File: config.mk
export PLATFORM = sky130hd
export DESIGN_NAME = alu
export DESIGN_NICKNAME = d
export VERILOG_FILES = /design/src/rtl/alu.sv
export SDC_FILE = /design/constraint.sdc
export NUM_CORES = 1
export LEC_CHECK = 0
export CAP_MARGIN = 10
export CORE_MARGIN = 2
export CORE_UTILIZATION = 45
export CTS_CLUSTER_DIAMETER = 200
export DETAILED_ROUTE_END_ITERATION = 7
export HOLD_SLACK_MARGIN = 0.08
export PLACE_DENSITY = 0.68
export SYNTH_ARGS = -nofsm -noshare
export SYNTH_HDL_FRONTEND = slang
export SYNTH_SLANG_ARGS = --single-unit
File: constraint.sdc
create_clock -name CLK -period 4.84 [get_ports CLK]
set_input_delay 0.726 -clock CLK [delete_from_list [all_inputs] [get_ports CLK]]
set_output_delay 0.726 -clock CLK [all_outputs]
set_load 0.005 [all_outputs]
File: src/rtl/alu.sv
// rtl/alu.sv - registered 16-bit ALU with parallel result and branch-compare flag
// Operation result is selected by funct3; compare flag by funct3[1:0].

module alu #(
  parameter int WIDTH = 16
) (
  input  logic             CLK,
  input  logic             reset,
  input  logic [2:0]       funct3,
  input  logic [WIDTH-1:0] A,
  input  logic [WIDTH-1:0] B,
  output logic [WIDTH-1:0] ALUOUT,
  output logic             cmp
);

  localparam int SHW = $clog2(WIDTH);

  localparam logic [2:0] OP_ADD = 3'd0;
  localparam logic [2:0] OP_SUB = 3'd1;
  localparam logic [2:0] OP_XOR = 3'd2;
  localparam logic [2:0] OP_OR  = 3'd3;
  localparam logic [2:0] OP_AND = 3'd4;
  localparam logic [2:0] OP_SLL = 3'd5;
  localparam logic [2:0] OP_SRL = 3'd6;
  localparam logic [2:0] OP_SRA = 3'd7;

  localparam logic [1:0] CMP_EQ = 2'd0;
  localparam logic [1:0] CMP_NE = 2'd1;
  localparam logic [1:0] CMP_LT = 2'd2;
  localparam logic [1:0] CMP_GE = 2'd3;

  logic [WIDTH-1:0] aluout_q, aluout_d;
  logic             cmp_q, cmp_d;

  // Shared adder: subtract is A + ~B + 1.
  logic             is_sub;
  logic [WIDTH-1:0] b_op;
  logic [WIDTH-1:0] sum;

  assign is_sub = (funct3 == OP_SUB);
  assign b_op   = B ^ {WIDTH{is_sub}};
  assign sum    = A + b_op + WIDTH'(is_sub);

  // One right-shifting barrel serves all shifts; left shift runs on bit-reversed A.
  logic [SHW-1:0]   sh;
  logic             shift_left;
  logic             fill;
  logic [WIDTH-1:0] a_rev;
  logic [WIDTH-1:0] sr_in;
  logic [WIDTH-1:0] stage [0:SHW];
  logic [WIDTH-1:0] sr_out;
  logic [WIDTH-1:0] sr_out_rev;
  logic [WIDTH-1:0] shift_res;

  assign sh         = B[SHW-1:0];
  assign shift_left = (funct3 == OP_SLL);
  assign fill       = (funct3 == OP_SRA) & A[WIDTH-1];

  always_comb begin
    a_rev = '0;
    for (int i = 0; i < WIDTH; i++) begin
      a_rev[i] = A[WIDTH-1-i];
    end
  end

  assign sr_in    = shift_left ? a_rev : A;
  assign stage[0] = sr_in;

  for (genvar g = 0; g < SHW; g++) begin : g_shift
    assign stage[g+1] = sh[g] ? {{(2**g){fill}}, stage[g][WIDTH-1:2**g]} : stage[g];
  end

  assign sr_out = stage[SHW];

  always_comb begin
    sr_out_rev = '0;
    for (int i = 0; i < WIDTH; i++) begin
      sr_out_rev[i] = sr_out[WIDTH-1-i];
    end
  end

  assign shift_res = shift_left ? sr_out_rev : sr_out;

  always_comb begin
    aluout_d = '0;
    case (funct3)
      OP_ADD,
      OP_SUB:  aluout_d = sum;
      OP_XOR:  aluout_d = A ^ B;
      OP_OR:   aluout_d = A | B;
      OP_AND:  aluout_d = A & B;
      OP_SLL,
      OP_SRL,
      OP_SRA:  aluout_d = shift_res;
      default: aluout_d = '0;
    endcase
  end

  // Signed less-than: differing signs decide directly, else the sign of A-B.
  logic [WIDTH-1:0] diff;
  logic             eq;
  logic             lt;

  assign diff = A - B;
  assign eq   = (A == B);
  assign lt   = (A[WIDTH-1] != B[WIDTH-1]) ? A[WIDTH-1] : diff[WIDTH-1];

  always_comb begin
    cmp_d = 1'b0;
    case (funct3[1:0])
      CMP_EQ:  cmp_d = eq;
      CMP_NE:  cmp_d = ~eq;
      CMP_LT:  cmp_d = lt;
      CMP_GE:  cmp_d = ~lt;
      default: cmp_d = 1'b0;
    endcase
  end

  always_ff @(posedge CLK) begin
    if (reset) begin
      aluout_q <= '0;
      cmp_q    <= 1'b0;
    end else begin
      aluout_q <= aluout_d;
      cmp_q    <= cmp_d;
    end
  end

  assign ALUOUT = aluout_q;
  assign cmp    = cmp_q;

endmodule

==> key figures <==
Route
  – Detail-routed via count per cell: 6.479
  – DR vias: 3868
  – Initial drt markers: 509
  – Number of antenna-violating nets in the routed design: 0
  – Post-detailed-route DRC marker count: 0
  – Drt pass-1 iters: 6
  – Routed wire length: 12.73 mm
  – Post-DR wirelength/cell: 21.32 um

Power
  – Internal power summed over all cells: 0.4329 mW
  – Share of power burned in registers: 21.2%
  – Switch Pwr: 0.3189 mW
  – Pwr dens: 168.6 nW/um^2
  – Proportion of total power due to net switching: 42.42%
  – Leakage: 1.900 nW
  – Share of total power in combinational logic: 65.5%
  – Share of power burned in the clock network: 13.3%
  – Largest vdd supply drop: 0.00006538 V

Timing
  – Setup ws final: 0.8633 ns
  – Final Slew Violations: 0
  – Tcrit/Tclk final: 82.16%
  – Setup-violating endpoint count in the final report: 0
  – Fmax: 251.5 MHz
  – Hold Vio Cnt, Final: 0
  – Period minus WS final: 3.977 ns
  – Relative slew margins: 53.67%
  – Final-layout setup total negative slack: 0 ns
  – RSZ-0062 raised after global routing: no
  – Worst-Margin Slew: 0.6924 ns

Critical path
  – Endpoint class of the critical path: flip-flop
  – Arrival time reported for the critical path endpoint: 4.11 ns
  – Longest individual stage delay on the worst path: 0.72 ns
  – Cell at the slowest stage of the critical path: sky130_fd_sc_hd__or3b_2
  – Required time of the critical path: 4.98 ns
  – Critical path class: primary input to flip-flop
  – Beginning of the critical path: funct3[0]
  – Largest delay contributor family on the critical path: compound AO/OA/AOI/OAI gates
  – Critical path launch point type: primary input
  – CP Max Fanout: 15
  – Critical-path cell list: clkdlybuf4s50_1 -> or3b_2 -> xnor2_1 -> ha_1 -> o21ai_0 -> a211oi_1 -> o21bai_1 -> a31oi_1 -> mux2i_1 -> nor2_1 -> o21ba_1
  – Worst Path Buf+Inv: 1

Logic synthesis
  – #FFs+latches synth: 17
  – Post-synthesis cell count: 452
  – Prevailing post-synth register cell: sky130_fd_sc_hd__dfxtp_1
  – Library cells used by synthesis: 65
  – Share of the yosys chip area belonging to registers: 8.933%
  – Synthesis Warnings: 0
  – Area share of the leading cell type in the synthesized netlist: 20.69%
  – Synthesized area: 3810 um^2
  – Ranking of synthesized cells by area: sky130_fd_sc_hd__ha_1, sky130_fd_sc_hd__mux4_2, sky130_fd_sc_hd__dfxtp_1, sky130_fd_sc_hd__xnor2_1, sky130_fd_sc_hd__inv_1
  – Top cell type by total area after synthesis: sky130_fd_sc_hd__ha_1
  – Synthesized Nets: 554
  – FFs w/ async S/R, synth: 0%
  – Post-Syn Area per Cell: 8.429 um^2
  – EDFF count, synth: 0

CTS
  – Cells resized by post-CTS repair: 0
  – Total setup buffers inserted after CTS: 0
  – Clock Tree Buf Depth: 2
  – Number of clock sinks seen by CTS: 17
  – Clock slew at reported path FFs: 0.06 ns
  – H-tree depth reported by CTS: 1
  – CTS tree: done
  – CTS buffer count: 3
  – Library cell used as clock root buffer: sky130_fd_sc_hd__clkbuf_8
  – Number of hold-repair buffers added at the cts stage: 0

Global routing
  – Initial antenna violation count: 0
  – Global-route usage over all layers: 29.38%
  – Via count of the first global-routing pass: 3719
  – Pin count of the biggest net entering global routing: 33
  – Grt ovf: 0
  – Global-route wire length before repair: 20.58 mm

Final layout
  – Growth of design area from synthesis to finish: 17.08%
  – Final layout net count: 595
  – Share of cells above drive strength 1: 9.959%
  – Commonest non-fill, non-tap cell in the layout: sky130_fd_sc_hd__ha_1
  – Filler cells: 797
  – Number of diodes added for antenna fixing: 0
  – Area occupied by multi-input gates: 3188 um^2
  – Reg area: 340.3 um^2
  – Most frequent cells in the layout: sky130_fd_sc_hd__ha_1, sky130_fd_sc_hd__clkdlybuf4s50_1, sky130_fd_sc_hd__inv_1

Placement
  – Final estimated routing congestion in global placement: 0.9472
  – Detailed placer's ending HPWL: 10.07 mm
  – Post-placement setup slack: 0.6630 ns
  – Count of input and output buffers: 53

Flow run
  – Number of maximum-capacitance violations: 0

Min path
  – Hold path start: funct3[1]
  – Classification of the worst-slack hold path: primary input to flip-flop

Floorplanning
  – Width of the chip: 96.02 um
  – Starting density of the core: 46.37%
  – Overall die height: 96.02 um
  – Top-level port count: 54
  – Area inside the core boundary: 8217 um^2
  – # rows: 33
  – Die footprint: 9219 um^2

Run status
  – Status: completed
[tightest hold or removal path, delay by kind of cell]
| kind | cells | cell delay (ns) |
|---|---|---|
| buffers and inverters | 2 | 0.66 |
| AOI/OAI and AO/OA | 1 | 0.06 |
| and+or+nand+nor | 1 | 0.12 |
[power groups by stage]
stage | Sequential [mW] | Clock (mW) | Combinational (mW)
after floorplan | 0.165 | 0 | 0.297
after global placement | 0.163 | 0 | 0.474
after detailed placement | 0.163 | 0 | 0.479
after CTS | 0.160 | 0.103 | 0.482
after global routing | 0.161 | 0.108 | 0.534
final | 0.159 | 0.100 | 0.492
[synthesized netlist by cell type, types with 2 or more instances]
| cell type | count |
|---|---|
| sky130_fd_sc_hd__ha_1 | 63 |
| sky130_fd_sc_hd__inv_1 | 42 |
| sky130_fd_sc_hd__nor2_1 | 32 |
| sky130_fd_sc_hd__a21oi_1 | 26 |
| sky130_fd_sc_hd__mux4_2 | 23 |
| sky130_fd_sc_hd__nand2_1 | 23 |
| sky130_fd_sc_hd__o21ai_0 | 23 |
| sky130_fd_sc_hd__xnor2_1 | 21 |
| sky130_fd_sc_hd__dfxtp_1 | 17 |
| sky130_fd_sc_hd__mux2i_1 | 14 |
| sky130_fd_sc_hd__clkbuf_1 | 13 |
| sky130_fd_sc_hd__a22oi_1 | 10 |
| sky130_fd_sc_hd__o22ai_1 | 8 |
| sky130_fd_sc_hd__a211oi_1 | 7 |
| sky130_fd_sc_hd__a221oi_1 | 7 |
| sky130_fd_sc_hd__a31oi_1 | 7 |
| sky130_fd_sc_hd__nand3_1 | 7 |
| sky130_fd_sc_hd__nor3_1 | 7 |
| sky130_fd_sc_hd__xor2_1 | 7 |
| sky130_fd_sc_hd__buf_2 | 6 |
| sky130_fd_sc_hd__o21a_1 | 6 |
| sky130_fd_sc_hd__o21bai_1 | 6 |
| sky130_fd_sc_hd__mux2_2 | 5 |
| sky130_fd_sc_hd__o211ai_1 | 5 |
| sky130_fd_sc_hd__a21o_1 | 4 |
| sky130_fd_sc_hd__and2_1 | 4 |
| sky130_fd_sc_hd__buf_1 | 4 |
| sky130_fd_sc_hd__o221ai_1 | 4 |
| sky130_fd_sc_hd__a32oi_1 | 3 |
| sky130_fd_sc_hd__nand2b_1 | 3 |
| sky130_fd_sc_hd__nand4_1 | 3 |
| sky130_fd_sc_hd__nor4_1 | 3 |
| sky130_fd_sc_hd__a2111oi_0 | 2 |
| sky130_fd_sc_hd__a2bb2oi_1 | 2 |
| sky130_fd_sc_hd__a311oi_1 | 2 |
| sky130_fd_sc_hd__fa_1 | 2 |
| sky130_fd_sc_hd__inv_2 | 2 |
| sky130_fd_sc_hd__o31ai_1 | 2 |
[area by class of cell]
type                       instances  share of cell area, %
multi-input combinational        366                  71.47
timing repair buffer              61                  13.24
sequential                        17                  7.630
inverter                          44                  3.703
tap                              105                  2.945
clock buffer                       4                  1.010
[final timing paths]
kind,depth (start not counted),end
worst min-delay path,4,ALUOUT[6]
worst max-delay path,11,ALUOUT[15]
[stage by stage]
step	area (um^2)	hold slack, ns	util [%]	instances	power, mW
finish	4461	1.385	54.29	597	0.7519
global route	4461	1.423	54.29	597	0.8031
CTS	4461	1.365	54.29	597	0.7444
detailed placement	4415	1.426	53.74	593	0.6422
global placement	4415	1.428	53.74	593	0.6366
floorplan	3810	1.010	-	452	0.4614
[registers in the layout (all words and copies together) (netlist names)]
name / cells
cmp: 1
ALUOUT: 16
[kinds of logic after synthesis]
group,synth area share [%]
AO/OA/AOI/OAI,24.47
XOR/XNOR,6.437
adder cells (fa/ha/maj),21.74
buffers and inverters,7.389
flip-flops,8.933
multiplexers,18.75
AND/OR/NAND/NOR,12.28
[routing by layer]
| metal | routed length, um | global-route usage, % | up-vias |
|---|---|---|---|
| met3 | 970 | 2.193 | 24 |
| met4 | 289 | 8.214 | 0 |
| li1 | - | - | 1776 |
| met5 | 0 | 0 | - |
| met2 | 5813 | 46.53 | 217 |
| met1 | 5657 | 42.77 | 1851 |
(Power assumes the default switching activity.)
